File: config.mk
export PLATFORM = sky130hd
export DESIGN_NAME = fft_frame_ctrl
export DESIGN_NICKNAME = d
export VERILOG_FILES = /design/src/rtl/fft_frame_ctrl.sv
export SDC_FILE = /design/constraint.sdc
export NUM_CORES = 1
export LEC_CHECK = 0
export CORE_MARGIN = 5
export CORE_UTILIZATION = 40
export DETAILED_ROUTE_END_ITERATION = 16
export DONT_BUFFER_PORTS = 1
export PLACE_DENSITY = 0.53
export RECOVER_POWER = 50
export SYNTH_ARGS = -nofsm -noshare
export SYNTH_HDL_FRONTEND = slang
export SYNTH_SLANG_ARGS = --single-unit
File: constraint.sdc
create_clock -name mclk -period 2.8 [get_ports mclk]
set_clock_uncertainty 0.15 [all_clocks]
set_input_delay 0.42 -clock mclk [delete_from_list [all_inputs] [get_ports mclk]]
set_output_delay 0.42 -clock mclk [all_outputs]
set_load 0.02 [all_outputs]
File: src/rtl/fft_frame_ctrl.sv
// fft_frame_ctrl: aligns a sample stream into DEPTH-sample FFT frames with flush and resync control
module fft_frame_ctrl #(
  parameter int DATA_W   = 20,
  parameter int DEPTH    = 128,
  parameter int INIT_CYC = 4
) (
  input  logic              mclk,
  input  logic              i_rst,
  input  logic              i_enable,
  input  logic              i_abort,
  input  logic              s_vld,
  input  logic              s_sof,
  input  logic [DATA_W-1:0] s_data,
  output logic              s_rdy,
  output logic              o_vld,
  output logic [DATA_W-1:0] o_data,
  output logic              o_init,
  output logic              o_busy,
  output logic              o_err_align,
  output logic [15:0]       o_frame_cnt,
  output logic [15:0]       o_drop_cnt
);
  localparam int IW = $clog2(DEPTH);
  localparam int CW = $clog2(INIT_CYC) + 1;
  typedef enum logic [1:0] {IDLE, SYNC, RUN, INIT} state_t;
  state_t            state_q, state_d;
  logic [IW-1:0]     idx_q, idx_d;
  logic [CW-1:0]     cnt_q, cnt_d;
  logic              acc, sof_ok, flush_done, fwd, drop, err;
  logic              vld_q, init_q, busy_q, err_q;
  logic [DATA_W-1:0] data_q;
  logic [15:0]       frame_q, drop_q;
  assign s_rdy       = (state_q == SYNC) || (state_q == RUN);
  assign acc         = s_vld & s_rdy;
  assign sof_ok      = s_sof == (idx_q == '0);
  assign flush_done  = cnt_q == CW'(INIT_CYC - 1);
  assign o_vld       = vld_q;
  assign o_data      = data_q;
  assign o_init      = init_q;
  assign o_busy      = busy_q;
  assign o_err_align = err_q;
  assign o_frame_cnt = frame_q;
  assign o_drop_cnt  = drop_q;
  // next-state logic; the flush counter restarts from zero whenever INIT is (re)entered or aborted
  always_comb begin
    state_d = state_q;
    idx_d   = idx_q;
    cnt_d   = '0;
    fwd     = 1'b0;
    drop    = 1'b0;
    err     = 1'b0;
    case (state_q)
      IDLE: state_d = i_enable ? INIT : IDLE;
      INIT: begin
        idx_d = '0;
        if (i_abort) cnt_d = '0;
        else if (flush_done) state_d = i_enable ? SYNC : IDLE;
        else cnt_d = cnt_q + 1'b1;
      end
      SYNC: begin
        if (i_abort) state_d = INIT;
        else if (acc && s_sof) begin
          fwd     = 1'b1;
          idx_d   = IW'(1);
          state_d = RUN;
        end
        else if (acc) drop = 1'b1;
        else if (!i_enable) state_d = IDLE;
      end
      RUN: begin
        if (i_abort) state_d = INIT;
        else if (acc && sof_ok) begin
          fwd   = 1'b1;
          idx_d = idx_q + 1'b1;
        end
        else if (acc) begin
          err     = 1'b1;
          state_d = INIT;
        end
        else if (idx_q == '0 && !i_enable) state_d = INIT;
      end
      default: state_d = IDLE;
    endcase
  end
  // state, counters and registered outputs; frame count steps with the o_vld of the last sample
  always_ff @(posedge mclk or posedge i_rst) begin
    if (i_rst) begin
      state_q <= IDLE;
      idx_q   <= '0;
      cnt_q   <= '0;
      vld_q   <= 1'b0;
      data_q  <= '0;
      init_q  <= 1'b0;
      busy_q  <= 1'b0;
      err_q   <= 1'b0;
      frame_q <= '0;
      drop_q  <= '0;
    end else begin
      state_q <= state_d;
      idx_q   <= idx_d;
      cnt_q   <= cnt_d;
      vld_q   <= fwd;
      data_q  <= fwd ? s_data : data_q;
      init_q  <= state_d == INIT;
      busy_q  <= state_d != IDLE;
      err_q   <= err;
      frame_q <= (fwd && &idx_q) ? frame_q + 16'd1 : frame_q;
      drop_q  <= (drop && drop_q != 16'hFFFF) ? drop_q + 16'd1 : drop_q;
    end
  end
endmodule

### Word level (Yosys, flattened, before mapping)

Index checks and enable logic that the tools add are counted.

| operators by class | value |
|---|---|
| add/sub/neg operators | 4 |
| eq/ne operators | 11 |
| muxes and demuxes | 33 |
| bitwise gates (word level) | 1 |
| reduce and logical (&&, ||, !) cells | 13 |

Operator list:

| kind | number |
|---|---|
| adder 16 x 1 -> 16 bit, second input constant | 2 |
| two-way mux 7 bit | 4 |
| two-way mux 2 bit | 11 |
| one-hot mux 7 bit (3 select lines) | 1 |
| inequality test 16 bit, second input constant | 1 |
| two-way mux 1 bit | 12 |
| two-way mux 3 bit | 3 |
| one-hot mux 2 bit (4 select lines) | 1 |
| adder 7 x 1 -> 7 bit, second input constant | 1 |
| zero test 7 bit | 1 |
| AND reduction 7 bit | 1 |
| == test 2 bit, second input constant | 3 |
| logical AND 1 bit | 5 |
| AND reduction 5 bit | 1 |
| inequality test 2 x 1 -> 1 bit, second input constant | 2 |
| inequality test 2 bit, second input constant | 2 |
| adder 3 x 1 -> 3 bit, second input constant | 1 |
| == test 3 x 2 -> 1 bit, second input constant | 1 |
| nonzero test 3 bit | 1 |
| == test 2 x 1 -> 1 bit, second input constant | 1 |
| zero test 2 bit | 1 |
| one-hot mux 1 bit (2 select lines) | 1 |
| nonzero test 2 bit | 1 |
| AND 1 bit | 1 |
| other kinds (3) | 3 |

| word-level totals | value |
|---|---|
| flip-flop bits (word level) | 68 |
| input bits | 26 |
| word-level logic and storage cells | 72 |

### Longest topological paths before layout

| depth | value |
|---|---|
| depth after elaboration | 8 |
| depth in mapped cells | 10 |
| gate-level depth less buffers | 8 |

### Least setup slack after synthesis

No wires, ideal clock.

| timing | value |
|---|---|
| path type | register to register |
| start | register state_q[0] |
| end | register idx_q[5] |
| library setup time | 92 ps |
| arrival time | 2135 ps |
| data required time | 2558 ps |
| slack | 423 ps |
| stages on the path, launching flop included | 9 |
| period minus slack after synthesis | 2377 ps |
| cells stage by stage | dfrtp_1 inv_1 ha_1 clkbuf_1 and3b_1 nand2_1 and4bb_4 nand4_2 o31ai_2 |

| between the ends | value |
|---|---|
| longest elaborated chain between the ends | 6 |
| elaborated cells on any way between the ends | 14 |
| those cells by class | eq/ne (7); mux (1); bitwise (1); reduce/logical (5) |

RTL lines:

| element | RTL line | text |
|---|---|---|
| start: declaration | 26 | `state_t state_q, state_d;` |
| start signal: assignment | 99 | `state_q <= state_d;` |
| == test 2 x 1 -> 1 bit / == test 2 bit (equally long branches) | 33 | `assign s_rdy = (state_q == SYNC) \|\| (state_q == RUN);` |
| logical OR 1 bit (*) | 33 |  |
| net s_rdy | 14 | `output logic s_rdy,` |
| AND 1 bit (*) | 34 | `assign acc = s_vld & s_rdy;` |
| logical AND 1 bit (on tied branches) | 72, 62 |  |
| inequality test 2 x 1 -> 1 bit (no line) | -- |  |
| AND reduction 5 bit (no line) (*) | -- |  |
| end signal: assignment | 100 | `idx_q <= idx_d;` |
| end: declaration | 27 | `logic [IW-1:0] idx_q, idx_d;` |

The timed path passes the listed nets; every way through them passes the cells marked *.
A chain may end at the register's enable or synchronous reset.

### Final worst setup path

| timing | value |
|---|---|
| start | register state_q[0] |
| end | register idx_q[5] |

| between the ends | value |
|---|---|
| longest elaborated chain between the ends | 6 |
| elaborated cells on any way between the ends | 14 |
| those cells by class | eq/ne (7); mux (1); bitwise (1); reduce/logical (5) |

RTL lines:

| element | RTL line |
|---|---|
| == test 2 x 1 -> 1 bit / == test 2 bit (equally long branches) | 33, 52 |
| logical OR 1 bit | 33 |
| AND 1 bit | 34 |
| logical AND 1 bit (on tied branches) | 72, 62 |
| inequality test 2 x 1 -> 1 bit (no line) | -- |
| AND reduction 5 bit (no line) | -- |

Parallel ways exist; a longest one is shown, timed or not.

==> flow_summary_export.csv <==
group,metric,value,unit
timing,finalCriticalPeriod,2.55,ns
layout,drive_above_1_share,0.0947,
synthesis,ys_ff_latch,68,
run_status,status,"completed",
clocking,clk_latency,0.35,ns
timing,grt_setup_unrepaired,"false",
job,cap_viol_max_count,0,
route,wl,7530,um
global_routing,grt_pass1_wl,12500,um
route,vias,2500,
synthesis,yosys_warnings,0,
synthesis,yosysSeqAreaShare,0.501,
setup_path,critical_path.reg2reg.startpoint,"state_q[0]",
route,avgRoutedWirePerCell,16.2,um
timing,maxSlewHeadroom,0.317,
clocking,cts_setup_buffers,0,
clocking,clockRootBuffer,"clkbuf_8",
die,coreArea,8260,sq um
setup_path,end_kind,"register",
setup_path,crit_start,"state_q[0]",
synthesis,syn_inst,349,
synthesis,synthArstFlopShare,1.00,
synthesis,netlist_area,3390,sq um
die,ioPinCount,83,
synthesis,synth.avg_cell_area,9.72,sq um
timing,hold_viol,0,
die,die_h,102,um
setup_path,critPathLaunchType,"register",
timing,finalSetupTns,0,ns
layout,postLayoutCellArea,3730,sq um
setup_path,crit_type,"register to register",
clocking,htree_levels,3,
timing,tightest_slew,1.02,ns
global_routing,grt_overflow,0,
clocking,cts_tree,"yes",
layout,n_antenna_cell,0,
timing,slew_viol_final,0,
synthesis,syn_nets,384,
route,drtIter0Drc,84,
clocking,cts_resized,0,
route,drt-pass1-iter-count,5,
min_path,min_from,"s_data[15]",
global_routing,grt_max_degree,45,
power_and_ir_drop,p_leak,1.79,nW
min_path,hold_path.class,"primary input to register",
clocking,cts_sinks,68,
place,place_hpwl,5430,um
timing,holdWs,0.0245,ns
global_routing,track_usage,0.152,
synthesis,ys_types,52,
setup_path,cp.arrival,2.65,ns
timing,fmax,392,MHz
power_and_ir_drop,total_power,0.00328,W
clocking,hold_buffers,2,
route,vias_per_cell,5.39,
timing,finalSetupViolations,0,
clocking,cts_inserted_buffers,9,
synthesis,yosys.area.top_type,"dfrtp_1",
die,dieWidth,102,um
setup_path,worstPathRequired,2.90,ns
synthesis,synthFlopType,"dfrtp_1",
synthesis,synth.top_cell.area_share,0.501,
route,drc_errors,0,
route,drtAntennaViolNets,0,
power_and_ir_drop,peakVddDrop,353,uV
place,gp_congestion,0.799,
global_routing,antenna_found_initial,0,
global_routing,grt_pass1_vias,2450,
clocking,path_clk_slew,0.08,ns
place,place_area,3480,sq um
setup_path,crit_fanout,12,
power_and_ir_drop,powerDensity,879,nW/um^2
die,start_util,0.411,
clocking,cts_max_path_buffers,2,
die,rows,33,
layout,syn_to_final_growth,9.92,%
timing,post-route-period-util,0.912,
synthesis,synth_common_cells,"77 x nand2_1, 68 x dfrtp_1, 18 x nor2_1",
synthesis,synthTopCellsByArea,"dfrtp_1 50%, nand2_1 8.5%, xor2_1 4.4%",
place,portBuffers,0,
die,die-area,10400,sq um
synthesis,yosysMostFrequentCell,"nand2_1",
synthesis,synth_edf_count,0,
layout,finalNetCount,389,
-- sequential cells by signal, summed over array words and instances (netlist names) --
register / flops
cnt_q: 3
idx_q: 7
o_busy: 1
o_data: 20
o_drop_cnt: 16
o_err_align: 1
o_frame_cnt: 16
o_init: 1
o_vld: 1
state_q: 2
-- critical path, cell delays in order (launching register included) --
cell and delay (ns):
dfrtp_1 0.49, inv_1 0.11, ha_1 0.32, buf_4 0.22
nand4b_1 0.12, a21o_1 0.32, and4bb_4 0.41, nand4_2 0.13
o31ai_2 0.18
-- per-layer routing --
layer / global-route usage / wire length [um]
met3: 0.0471 / 636
met1: 0.195 / 3270
met5: 0 / 0
met4: 0.0727 / 189
met2: 0.234 / 3430
-- cells in the final DEF, fill, tap and decap left out, drive strengths merged, types with 10 or more instances in the layout --
master	instances
xor2	17
nand2	77
nor2	18
dfrtp	68
xnor2	12
clkbuf	10
nand3	17
nand4	11
inv	18
nor3	12
-- final cells by class --
| cell class | instances | area, sq um |
|---|---|---|
| Fill cell | 834 | 4530 |
| Sequential cell | 68 | 1700 |
| Multi-Input combinational cell | 250 | 1530 |
| Clock buffer | 10 | 138 |
| Tap cell | 105 | 131 |
| Clock inverter | 6 | 87.6 |
| Timing Repair Buffer | 7 | 70.1 |
| Inverter | 18 | 67.6 |
-- logic make-up after synthesis --
group,synth area share
AOI/OAI and AO/OA,0.0937
buffers and inverters,0.0465
and+or+nand+nor,0.238
DFF,0.501
adders and majority gates,0.0332
xor gates and xnor gates,0.0749
muxes,0.0125
-- path summary, 6_finish.rpt --
check	endpoint	slack, ns	cells after the start
max	idx_q[5]	0.25	8
min	o_data[15]	0.02	2
max reg2reg	idx_q[5]	0.25	8
min reg2reg	cnt_q[0]	0.32	1
max in group asynchronous	o_data[3]	1.12	3
min in group asynchronous	o_frame_cnt[8]	0.62	2
-- report_power, final --
group          internal [W]  switching [W]  total (W)
logic              0.000312       0.000529   0.000841
registers           0.00116       0.000351    0.00152
clock network      0.000526       0.000397   0.000923
total               0.00200        0.00128    0.00328
-- through the flow --
step                      instances   util  worst slack [ns]
after global placement          446  0.422             0.270
after floorplan                 349      -             0.423
after global routing            464  0.452            0.0553
after CTS                       464  0.452             0.247
after detailed placement        446  0.422             0.297
final                           464  0.452             0.248
Power figures use the tool's default switching activity.
